## src/rtl/uart_pkg.sv

```systemverilog
// Shared definitions for the UART transmitter: FSM state encoding, parity
// and line-level constants, and the parity helper.
package uart_pkg;

   localparam int unsigned STATE_W = 3;

   localparam logic [2:0] ST_IDLE   = 3'd0;
   localparam logic [2:0] ST_START  = 3'd1;
   localparam logic [2:0] ST_DATA   = 3'd2;
   localparam logic [2:0] ST_PARITY = 3'd3;
   localparam logic [2:0] ST_STOP   = 3'd4;

   localparam logic PARITY_EVEN = 1'b0;
   localparam logic PARITY_ODD  = 1'b1;

   localparam logic LINE_IDLE = 1'b1;

   // Parity bit from the XOR-reduction of the word and the selected type.
   function automatic logic parity_bit(input logic red_xor, input logic ptype);
      logic res;
      case (ptype)
         PARITY_EVEN: res = red_xor;
         PARITY_ODD:  res = ~red_xor;
         default:     res = red_xor;
      endcase
      return res;
   endfunction

endpackage : uart_pkg

```

## src/rtl/uart_transmitter_bit_timer.sv

```systemverilog
// Bit-time counter: counts 0..prescale-1 and flags the last cycle of each bit.
module uart_bit_timer #(
   parameter int unsigned PRESCALE_WIDTH = 6
) (
   input  logic                      clk,
   input  logic                      reset,
   input  logic                      clear_i,
   input  logic [PRESCALE_WIDTH-1:0] prescale_i,
   output logic                      bit_tick_c,
   output logic                      tick_next_c
);

   localparam int unsigned PW = PRESCALE_WIDTH;

   logic [PW-1:0] cnt_q;
   logic [PW-1:0] cnt_d;

   // prescale_i is already clamped to >= 1 by the caller
   always_comb begin
      bit_tick_c = (cnt_q == (prescale_i - PW'(1)));
      cnt_d      = cnt_q + PW'(1);
      if (clear_i || bit_tick_c) begin
         cnt_d = '0;
      end
      tick_next_c = (cnt_d == (prescale_i - PW'(1)));
   end

   always_ff @(posedge clk) begin
      if (reset) begin
         cnt_q <= '0;
      end else begin
         cnt_q <= cnt_d;
      end
   end

endmodule : uart_bit_timer

```

## src/rtl/uart_transmitter.sv

```systemverilog
// UART transmitter: start bit, DATA_WIDTH data bits LSB first, optional parity,
// stop bit. Define UART_TX_HOLD_REG_EN for a one-entry holding register.
module uart_transmitter
   import uart_pkg::*;
#(
   parameter int unsigned DATA_WIDTH     = 8,
   parameter int unsigned PRESCALE_WIDTH = 6
) (
   input  logic                      clk,
   input  logic                      reset,
   input  logic                      parity_enable,
   input  logic                      parity_type,
   input  logic [PRESCALE_WIDTH-1:0] prescale,
   input  logic [DATA_WIDTH-1:0]     parallel_data,
   input  logic                      data_valid,
   output logic                      ready,
   output logic                      serial_data_out,
   output logic                      busy,
   output logic                      frame_done
);

   localparam int unsigned PW        = PRESCALE_WIDTH;
   localparam int unsigned BIT_CNT_W = (DATA_WIDTH > 1) ? $clog2(DATA_WIDTH) : 1;

   logic [STATE_W-1:0]    state_q, state_d;
   logic [DATA_WIDTH-1:0] shift_q, shift_d;
   logic [BIT_CNT_W-1:0]  bit_cnt_q, bit_cnt_d;
   logic                  par_en_q, par_en_d;
   logic                  par_bit_q, par_bit_d;
   logic [PW-1:0]         presc_q, presc_d;

   logic serial_q, serial_d;
   logic busy_q, busy_d;
   logic ready_q, ready_d;
   logic done_q, done_d;

   logic bit_tick_c, tick_next_c, timer_clear_c;
   logic accept_c, start_c;

   logic [DATA_WIDTH-1:0] load_data_c;
   logic                  load_pe_c;
   logic                  load_pt_c;
   logic [PW-1:0]         load_presc_c;

   assign accept_c = data_valid & ready_q;

`ifdef UART_TX_HOLD_REG_EN
   logic                  hold_full_q, hold_full_d;
   logic [DATA_WIDTH-1:0] hold_data_q, hold_data_d;
   logic                  hold_pe_q, hold_pe_d;
   logic                  hold_pt_q, hold_pt_d;
   logic [PW-1:0]         hold_presc_q, hold_presc_d;
   logic                  frame_end_c;

   // A held word has priority; otherwise a word accepted at the start point bypasses the holding register.
   assign frame_end_c  = (state_q == ST_STOP) & bit_tick_c;
   assign start_c      = ((state_q == ST_IDLE) | frame_end_c) & (hold_full_q | accept_c);
   assign load_data_c  = hold_full_q ? hold_data_q  : parallel_data;
   assign load_pe_c    = hold_full_q ? hold_pe_q    : parity_enable;
   assign load_pt_c    = hold_full_q ? hold_pt_q    : parity_type;
   assign load_presc_c = hold_full_q ? hold_presc_q : prescale;

   always_comb begin
      hold_full_d  = hold_full_q;
      hold_data_d  = hold_data_q;
      hold_pe_d    = hold_pe_q;
      hold_pt_d    = hold_pt_q;
      hold_presc_d = hold_presc_q;
      if (start_c && hold_full_q) begin
         hold_full_d = 1'b0;
      end
      if (accept_c && !(start_c && !hold_full_q)) begin
         hold_full_d  = 1'b1;
         hold_data_d  = parallel_data;
         hold_pe_d    = parity_enable;
         hold_pt_d    = parity_type;
         hold_presc_d = prescale;
      end
   end

   always_ff @(posedge clk) begin
      if (reset) begin
         hold_full_q  <= 1'b0;
         hold_data_q  <= '0;
         hold_pe_q    <= 1'b0;
         hold_pt_q    <= 1'b0;
         hold_presc_q <= '0;
      end else begin
         hold_full_q  <= hold_full_d;
         hold_data_q  <= hold_data_d;
         hold_pe_q    <= hold_pe_d;
         hold_pt_q    <= hold_pt_d;
         hold_presc_q <= hold_presc_d;
      end
   end

   // Ready also rises in the final stop cycle, when the held word frees its slot.
   assign ready_d = ~hold_full_d | ((state_d == ST_STOP) & tick_next_c);
`else
   assign start_c      = (state_q == ST_IDLE) & accept_c;
   assign load_data_c  = parallel_data;
   assign load_pe_c    = parity_enable;
   assign load_pt_c    = parity_type;
   assign load_presc_c = prescale;
   assign ready_d      = (state_d == ST_IDLE);
`endif

   uart_bit_timer #(
      .PRESCALE_WIDTH(PW)
   ) u_bit_timer (
      .clk        (clk),
      .reset      (reset),
      .clear_i    (timer_clear_c),
      .prescale_i (presc_q),
      .bit_tick_c (bit_tick_c),
      .tick_next_c(tick_next_c)
   );

   // Next-state, datapath and registered-output lookahead.
   always_comb begin
      state_d   = state_q;
      shift_d   = shift_q;
      bit_cnt_d = bit_cnt_q;
      par_en_d  = par_en_q;
      par_bit_d = par_bit_q;
      presc_d   = presc_q;

      case (state_q)
         ST_IDLE: begin
            if (start_c) begin
               state_d = ST_START;
            end
         end
         ST_START: begin
            if (bit_tick_c) begin
               state_d   = ST_DATA;
               bit_cnt_d = '0;
            end
         end
         ST_DATA: begin
            if (bit_tick_c) begin
               if (bit_cnt_q == BIT_CNT_W'(DATA_WIDTH - 1)) begin
                  state_d = par_en_q ? ST_PARITY : ST_STOP;
               end else begin
                  bit_cnt_d = bit_cnt_q + BIT_CNT_W'(1);
                  shift_d   = shift_q >> 1;
               end
            end
         end
         ST_PARITY: begin
            if (bit_tick_c) begin
               state_d = ST_STOP;
            end
         end
         ST_STOP: begin
            if (bit_tick_c) begin
               state_d = start_c ? ST_START : ST_IDLE;
            end
         end
         default: begin
            state_d = ST_IDLE;
         end
      endcase

      // Latch the word and its configuration whenever a frame starts.
      if (start_c) begin
         shift_d   = load_data_c;
         bit_cnt_d = '0;
         par_en_d  = load_pe_c;
         par_bit_d = parity_bit(^load_data_c, load_pt_c);
         presc_d   = (load_presc_c == '0) ? PW'(1) : load_presc_c;
      end

      timer_clear_c = (state_d != state_q) | (state_q == ST_IDLE);
      busy_d        = (state_d != ST_IDLE);
      done_d        = (state_d == ST_STOP) & tick_next_c;

      case (state_d)
         ST_START:  serial_d = 1'b0;
         ST_DATA:   serial_d = shift_d[0];
         ST_PARITY: serial_d = par_bit_d;
         default:   serial_d = LINE_IDLE;
      endcase
   end

   always_ff @(posedge clk) begin
      if (reset) begin
         state_q   <= ST_IDLE;
         shift_q   <= '0;
         bit_cnt_q <= '0;
         par_en_q  <= 1'b0;
         par_bit_q <= 1'b0;
         presc_q   <= PW'(1);
         serial_q  <= LINE_IDLE;
         busy_q    <= 1'b0;
         ready_q   <= 1'b1;
         done_q    <= 1'b0;
      end else begin
         state_q   <= state_d;
         shift_q   <= shift_d;
         bit_cnt_q <= bit_cnt_d;
         par_en_q  <= par_en_d;
         par_bit_q <= par_bit_d;
         presc_q   <= presc_d;
         serial_q  <= serial_d;
         busy_q    <= busy_d;
         ready_q   <= ready_d;
         done_q    <= done_d;
      end
   end

   assign serial_data_out = serial_q;
   assign busy            = busy_q;
   assign ready           = ready_q;
   assign frame_done      = done_q;

endmodule : uart_transmitter
```

## config.mk

```make
export PLATFORM = sky130hd
export DESIGN_NAME = uart_transmitter
export DESIGN_NICKNAME = d
export VERILOG_FILES = /design/src/rtl/uart_pkg.sv /design/src/rtl/uart_transmitter_bit_timer.sv /design/src/rtl/uart_transmitter.sv
export SDC_FILE = /design/constraint.sdc
export NUM_CORES = 1
export LEC_CHECK = 0
export ABC_AREA = 1
export BUFFER_PORTS_ARGS = -buffer_cell sky130_fd_sc_hd__buf_4
export CAP_MARGIN = 20
export CORE_MARGIN = 2
export CORE_UTILIZATION = 45
export CTS_CLUSTER_SIZE = 14
export DETAILED_ROUTE_END_ITERATION = 10
export PLACE_DENSITY = 0.75
export SLEW_MARGIN = 25
export SYNTH_ARGS = -nofsm -noshare
export SYNTH_HDL_FRONTEND = slang
export SYNTH_HIERARCHICAL = 1
export SYNTH_SLANG_ARGS = --single-unit
export TNS_END_PERCENT = 30
```

## constraint.sdc

```tcl
create_clock -name clk -period 5.3 [get_ports clk]
set_clock_uncertainty 0.2 [all_clocks]
set_input_delay 0.795 -clock clk [delete_from_list [all_inputs] [get_ports clk]]
set_output_delay 0.795 -clock clk [all_outputs]
set_load 0.02 [all_outputs]
```

After elaboration in Yosys (flattened, before gate mapping):

Cells that the tools add are included.

* bitwise operators: 6
* reductions and logical operators: 12
* add/subtract/negate cells: 3
* equality and inequality tests: 16
* multiplexer cells: 22

Operator list (count)
* 2-to-1 mux 8 bit: 4
* 2-to-1 mux 3 bit: 10
* case mux 3 bit (5 select lines): 1
* == test 3 x 2 -> 1 bit, second input constant: 4
* == test 6 bit: 2
* 2-to-1 mux 6 bit: 2
* == test 3 bit, second input constant: 3
* != test 2 bit, second input constant: 4
* XOR reduction 8 bit: 1
* adder 6 x 1 -> 6 bit, second input constant: 1
* == test 3 x 1 -> 1 bit, second input constant: 2
* logical NOT 3 bit: 2
* logical NOT 6 bit: 1
* case mux 3 bit (2 select lines): 1
* nonzero test 2 bit: 3
* subtractor 6 x 1 -> 6 bit, second input constant: 1
* AND reduction 4 bit: 1
* adder 3 x 1 -> 3 bit, second input constant: 1
* AND 1 bit: 3
* != test 3 bit: 1
* case mux 1 bit (3 select lines): 1
* AND reduction 3 bit: 1
* nonzero test 3 bit: 1
* 2-to-1 mux 1 bit: 2
* 5 further kinds: 6

* register bits after elaboration: 32

Logic depth before layout (Yosys ltp):

* depth in word-level cells: 11
* depth in mapped cells: 26
* depth with buffers taken out: 26

Modules after synthesis:

The synthesis kept the hierarchy.

By module, submodules not included
* uart_transmitter: times used 1, sequential area each 520.5 um^2, area each 1350.0 um^2, cells each 202
* uart_bit_timer: times used 1, sequential area each 120.1 um^2, area each 675.6 um^2, cells each 114

Least setup slack after synthesis:

OpenSTA, ideal clock, no wires.

* path kind: flip-flop to flip-flop
* start: register presc_q[0]
* end: register done_q, in the netlist frame_done
* setup slack: 2.192 ns
* setup time: 0.080 ns
* data required time: 5.020 ns
* stages on the path, launching flop included: 25
* clock period less this slack: 3.108 ns
* arrival time: 2.828 ns
* cell sequence: dfxtp_1 inv_2 ha_1 xor2_1 nand2_1 nor2_2 nand2_2 nor2_4 nand2_4 inv_4 inv_2 o21ai_0 nand2_1 nand2_1 nand3_1 nor2_1 nand3_1 inv_1 nand3_2 nand2_1 nand2_1 nor2_1 nand2_1 nor2_1 nor3b_1

* longest elaborated chain between the ends: 10
* elaborated cells between the ends (all ways): 14
* those cells by class: add/sub (1); eq/ne (4); mux (6); bitwise (2); reduce/logical (1)

RTL lines
* start: declaration: line uart_transmitter.sv:30 `logic [PW-1:0] presc_q, presc_d;`
* start signal: assignment: line uart_transmitter.sv:204 `presc_q <= presc_d;`
* subtractor 6 x 1 -> 6 bit (*): line uart_transmitter_bit_timer.sv:20 `bit_tick_c = (cnt_q == (prescale_i - PW'(1)));`
* == test 6 bit (*): line uart_transmitter_bit_timer.sv:20
* via bit_tick_c: line uart_transmitter.sv:37 `logic bit_tick_c, tick_next_c, timer_clear_c;`
* 2-to-1 mux 3 bit (on tied branches)
* case mux 3 bit (5 select lines) (*): line uart_transmitter.sv:128 `case (state_q)`
* != test 3 bit (*): line uart_transmitter.sv:174 `timer_clear_c = (state_d != state_q) | (state_q == ST_IDLE);`
* OR 1 bit (*): line uart_transmitter.sv:174
* via timer_clear_c: line uart_transmitter.sv:37
* logical OR 1 bit (*): line uart_transmitter_bit_timer.sv:22 `if (clear_i || bit_tick_c) begin`
* 2-to-1 mux 6 bit (*): line uart_transmitter_bit_timer.sv:22
* == test 6 bit (*): line uart_transmitter_bit_timer.sv:25 `tick_next_c = (cnt_d == (prescale_i - PW'(1)));`
* via tick_next_c: line uart_transmitter.sv:37
* AND 1 bit (*): line uart_transmitter.sv:176 `done_d = (state_d == ST_STOP) & tick_next_c;`
* end signal: assignment: line uart_transmitter.sv:208 `done_q <= done_d;`
* end: declaration: line uart_transmitter.sv:35 `logic done_q, done_d;`

Mark *: on every way through the listed nets, which the timed path passes. The rest lies on a longest branch.
A chain may end at the register's enable or synchronous reset.

Worst setup path after layout:

Same ends and word-level chain as after synthesis.

==> metrics.txt <==
run status=completed; Vias/cell=4.89; HPWL after DPL=about 3100 microns; Final Cell Area=2360 sq um; async set-reset flop share out of synthesis=0; largest stage delay on the critical path=roughly 380 ps; mux cell area share after synthesis=0; WP depth=24; H-tree Lvls=2; crit-path cells=inv_2 -> ha_1 -> xor2_1 -> nand2_1 -> nor2_2 -> nand2_2 -> nor2_4 -> nand2_4 -> inv_4 -> inv_2 -> o21ai_0 -> nand2_1 -> nand2_1 -> nand3_1 -> nor2_1 -> nand3_1 -> inv_1 -> nand3_2 -> nand2_1 -> nand2_1 -> nor2_1 -> nand2_1 -> nor2_1 -> nor3b_1; Root Buffer=clkbuf_8; max-slew violation count=0; DRC=0; Critical Path Start Type=register; Net Sw Power=slightly above 500 uW; Simple-Gate Fraction of Synth Area=0.456; WL final=approximately 4100 microns; Critical Path Sink Type=register; setup_tns=0 ps; Post-Syn Instances=about 320; highest metal used=met4; xor and xnor area share after synthesis=0.0259; Final nets=365; CP Max Fanout=9; Flop pwr share=0.284; maxcap violations=0; Worst Max-Slew Pin Slew=between 400 and 500 ps; register area=approximately 640 sq um; total number of vias=slightly below 2000; fill count=440; pwr dens=about 500 nW/um^2; final hold vios=0; synth unique cells=32; drt pass-1 iters=5; cts hold-fix bufs=0; RD Place Congestion=~0.87; die area=~5100 sq um; post-route ant nets=0; Internal Power=660 uW; Clock Power Share=0.220; Reg clk slew, reported paths=70 ps; cell row count=24; Post-Syn Nets=between 300 and 400; Post CTS Setup Buffer Count=0; total power=between 1000 and 1500 uW; synthesized cell area=a little over 2000 sq um; compound-gate portion of the synthesized area=0.0741; Adder-Cell Fraction of Synth Area=0.0247; WS Path Type=register to register; Met2 Routed Length=2030 microns; Starting Density=0.465; antenna violations before repair=0; combinational family with the most area after synthesis=simple AND/OR/NAND/NOR gates; Peak VDD IR=221 uV; CP top delay family=simple AND/OR/NAND/NOR gates; core area=around 4400 sq um; YS warnings=6; largest net degree at the start of global routing=23; critical path arrival=around 3400 ps; DR WL met3=roughly 110 microns; Hold Path Class=register to register; syn avg cell area=~6.4 sq um; P&R area growth vs syn=16.5%; vias in the first global route=between 1500 and 2000; Sw Ratio=0.440; die height=71.1 microns; share of cells above drive strength 1=0.227; Worst Hold Depth=2; I/O Buffers=22; worst path required time=~5300 ps; Seq/Total Area, Yosys=0.316; Combinational Power Share=0.496; cts repair resizes=0; most common cell after layout, fill and taps aside=nand2_1; first-pass GRT wire length=approximately 7200 microns; die width=71.1 microns; Register-to-Register Path Depth=24; final setup violation count=0; grt total ovfl=0; clock sinks=32; CTS Buf Count=5; antenna cells=0; cell mode on critical path=nand2_1; FF+latch count, synth=32; initial DRC count=86; met1 wire length=between 1500 and 2000 microns; Most used DFF post-synth=dfxtp_1; fin crit share=0.642; Max Clock Freq=about 0.3 GHz; DR WL/cell=10.3 microns; placed cell area=approximately 2200 sq um; Post-synth EDFFs=0; static leakage=approximately 0.0012 uW; Slew HR=0.718; CTS tree=yes; area occupied by multi-input gates=1180 sq um; Longest Clk Path Bufs=2; worst skew pair latency=280 ps; most frequent cells in the layout=103 x nand2_1, 37 x inv_1, 32 x dfxtp_1, 26 x nor2_1, 26 x nand3_1; Buf/Inv on CP=4; RSZ-0062 raised after global routing=false; global-route usage over all layers=0.177; Ports=23; fin crit period=between 3000 and 4000 ps; CP max stage cell=dfxtp_1
-- power by group through the flow --
stage / sequential (uW) / clock, uW / combinational (uW)
detailed placement: 340 / 0 / 586
global placement: 340 / 0 / 578
global route: 342 / 273 / 666
finish: 335 / 259 / 584
CTS: 335 / 264 / 589
floorplan: 344 / 0 / 467
-- cell usage after synthesis, types with 2 or more instances --
library cell / number / share of area
nand2_1: 103 / 0.19
inv_1: 37 / 0.069
dfxtp_1: 32 / 0.32
nand3_1: 26 / 0.064
nor2_1: 26 / 0.048
nand2_2: 13 / 0.040
inv_2: 10 / 0.019
a21oi_1: 8 / 0.020
nor2_2: 8 / 0.025
a31oi_1: 6 / 0.019
o21ai_0: 6 / 0.015
xor2_1: 6 / 0.026
nand3_2: 5 / 0.025
ha_1: 4 / 0.025
nand4_1: 4 / 0.012
nor2_4: 3 / 0.017
or2_2: 3 / 0.0093
nor3_2: 2 / 0.0099
-- worst paths after layout --
kind | from | to | slack [ps]
max | presc_q[0] | frame_done | 1900
min | shift_q[7] | shift_q[7] | 270
max reg2reg | presc_q[0] | frame_done | 1900
min reg2reg | shift_q[7] | shift_q[7] | 270
-- final cells by class --
cell class,instances,share of cell area
repair buffers,22,0.0700
multi-input cells,232,0.498
clock inverters,1,0.0127
inverters,49,0.0790
well taps,52,0.0276
clock buffers,7,0.0408
flip-flops and latches,32,0.271
-- registers in the layout, indices dropped and copies added (netlist names) --
name               cells
shift_q                8
presc_q                6
u_bit_timer/cnt_q      6
bit_cnt_q              3
state_q                3
busy                   1
frame_done             1
par_bit_q              1
par_en_q               1
ready                  1
serial_data_out        1
-- tightest hold or removal path: cells and delay by family (launching register included) --
family | cells | cell delay (ps)
flops | 1 | 310
simple gates | 1 | 60
compound gates | 1 | 50
-- logic make-up after synthesis --
group                    after synthesis
AND/OR/NAND/NOR                      197
adder cells (fa/ha/maj)                4
XOR/XNOR                               6
AO/OA/AOI/OAI                         25
buffers and inverters                 52
flip-flops                            32
-- metrics by stage --
step           setup slack (ps)  instances  hold slack (ps)  utilization
3_5_place_dp               1890        387              258        0.513
5_1_grt                    1530        395              280        0.542
2_1_floorplan              2190        316              229            -
4_1_cts                    1880        395              268        0.542
6_report                   1900        395              265        0.542
3_3_place_gp               1990        387              253        0.513
-- metal layers --
metal  vias to the layer above  track usage
met5                         -            0
met3                         7       0.0427
met1                       871        0.203
li1                       1032            -
met4                         0       0.0629
met2                        22        0.317
(Power assumes the default switching activity.)
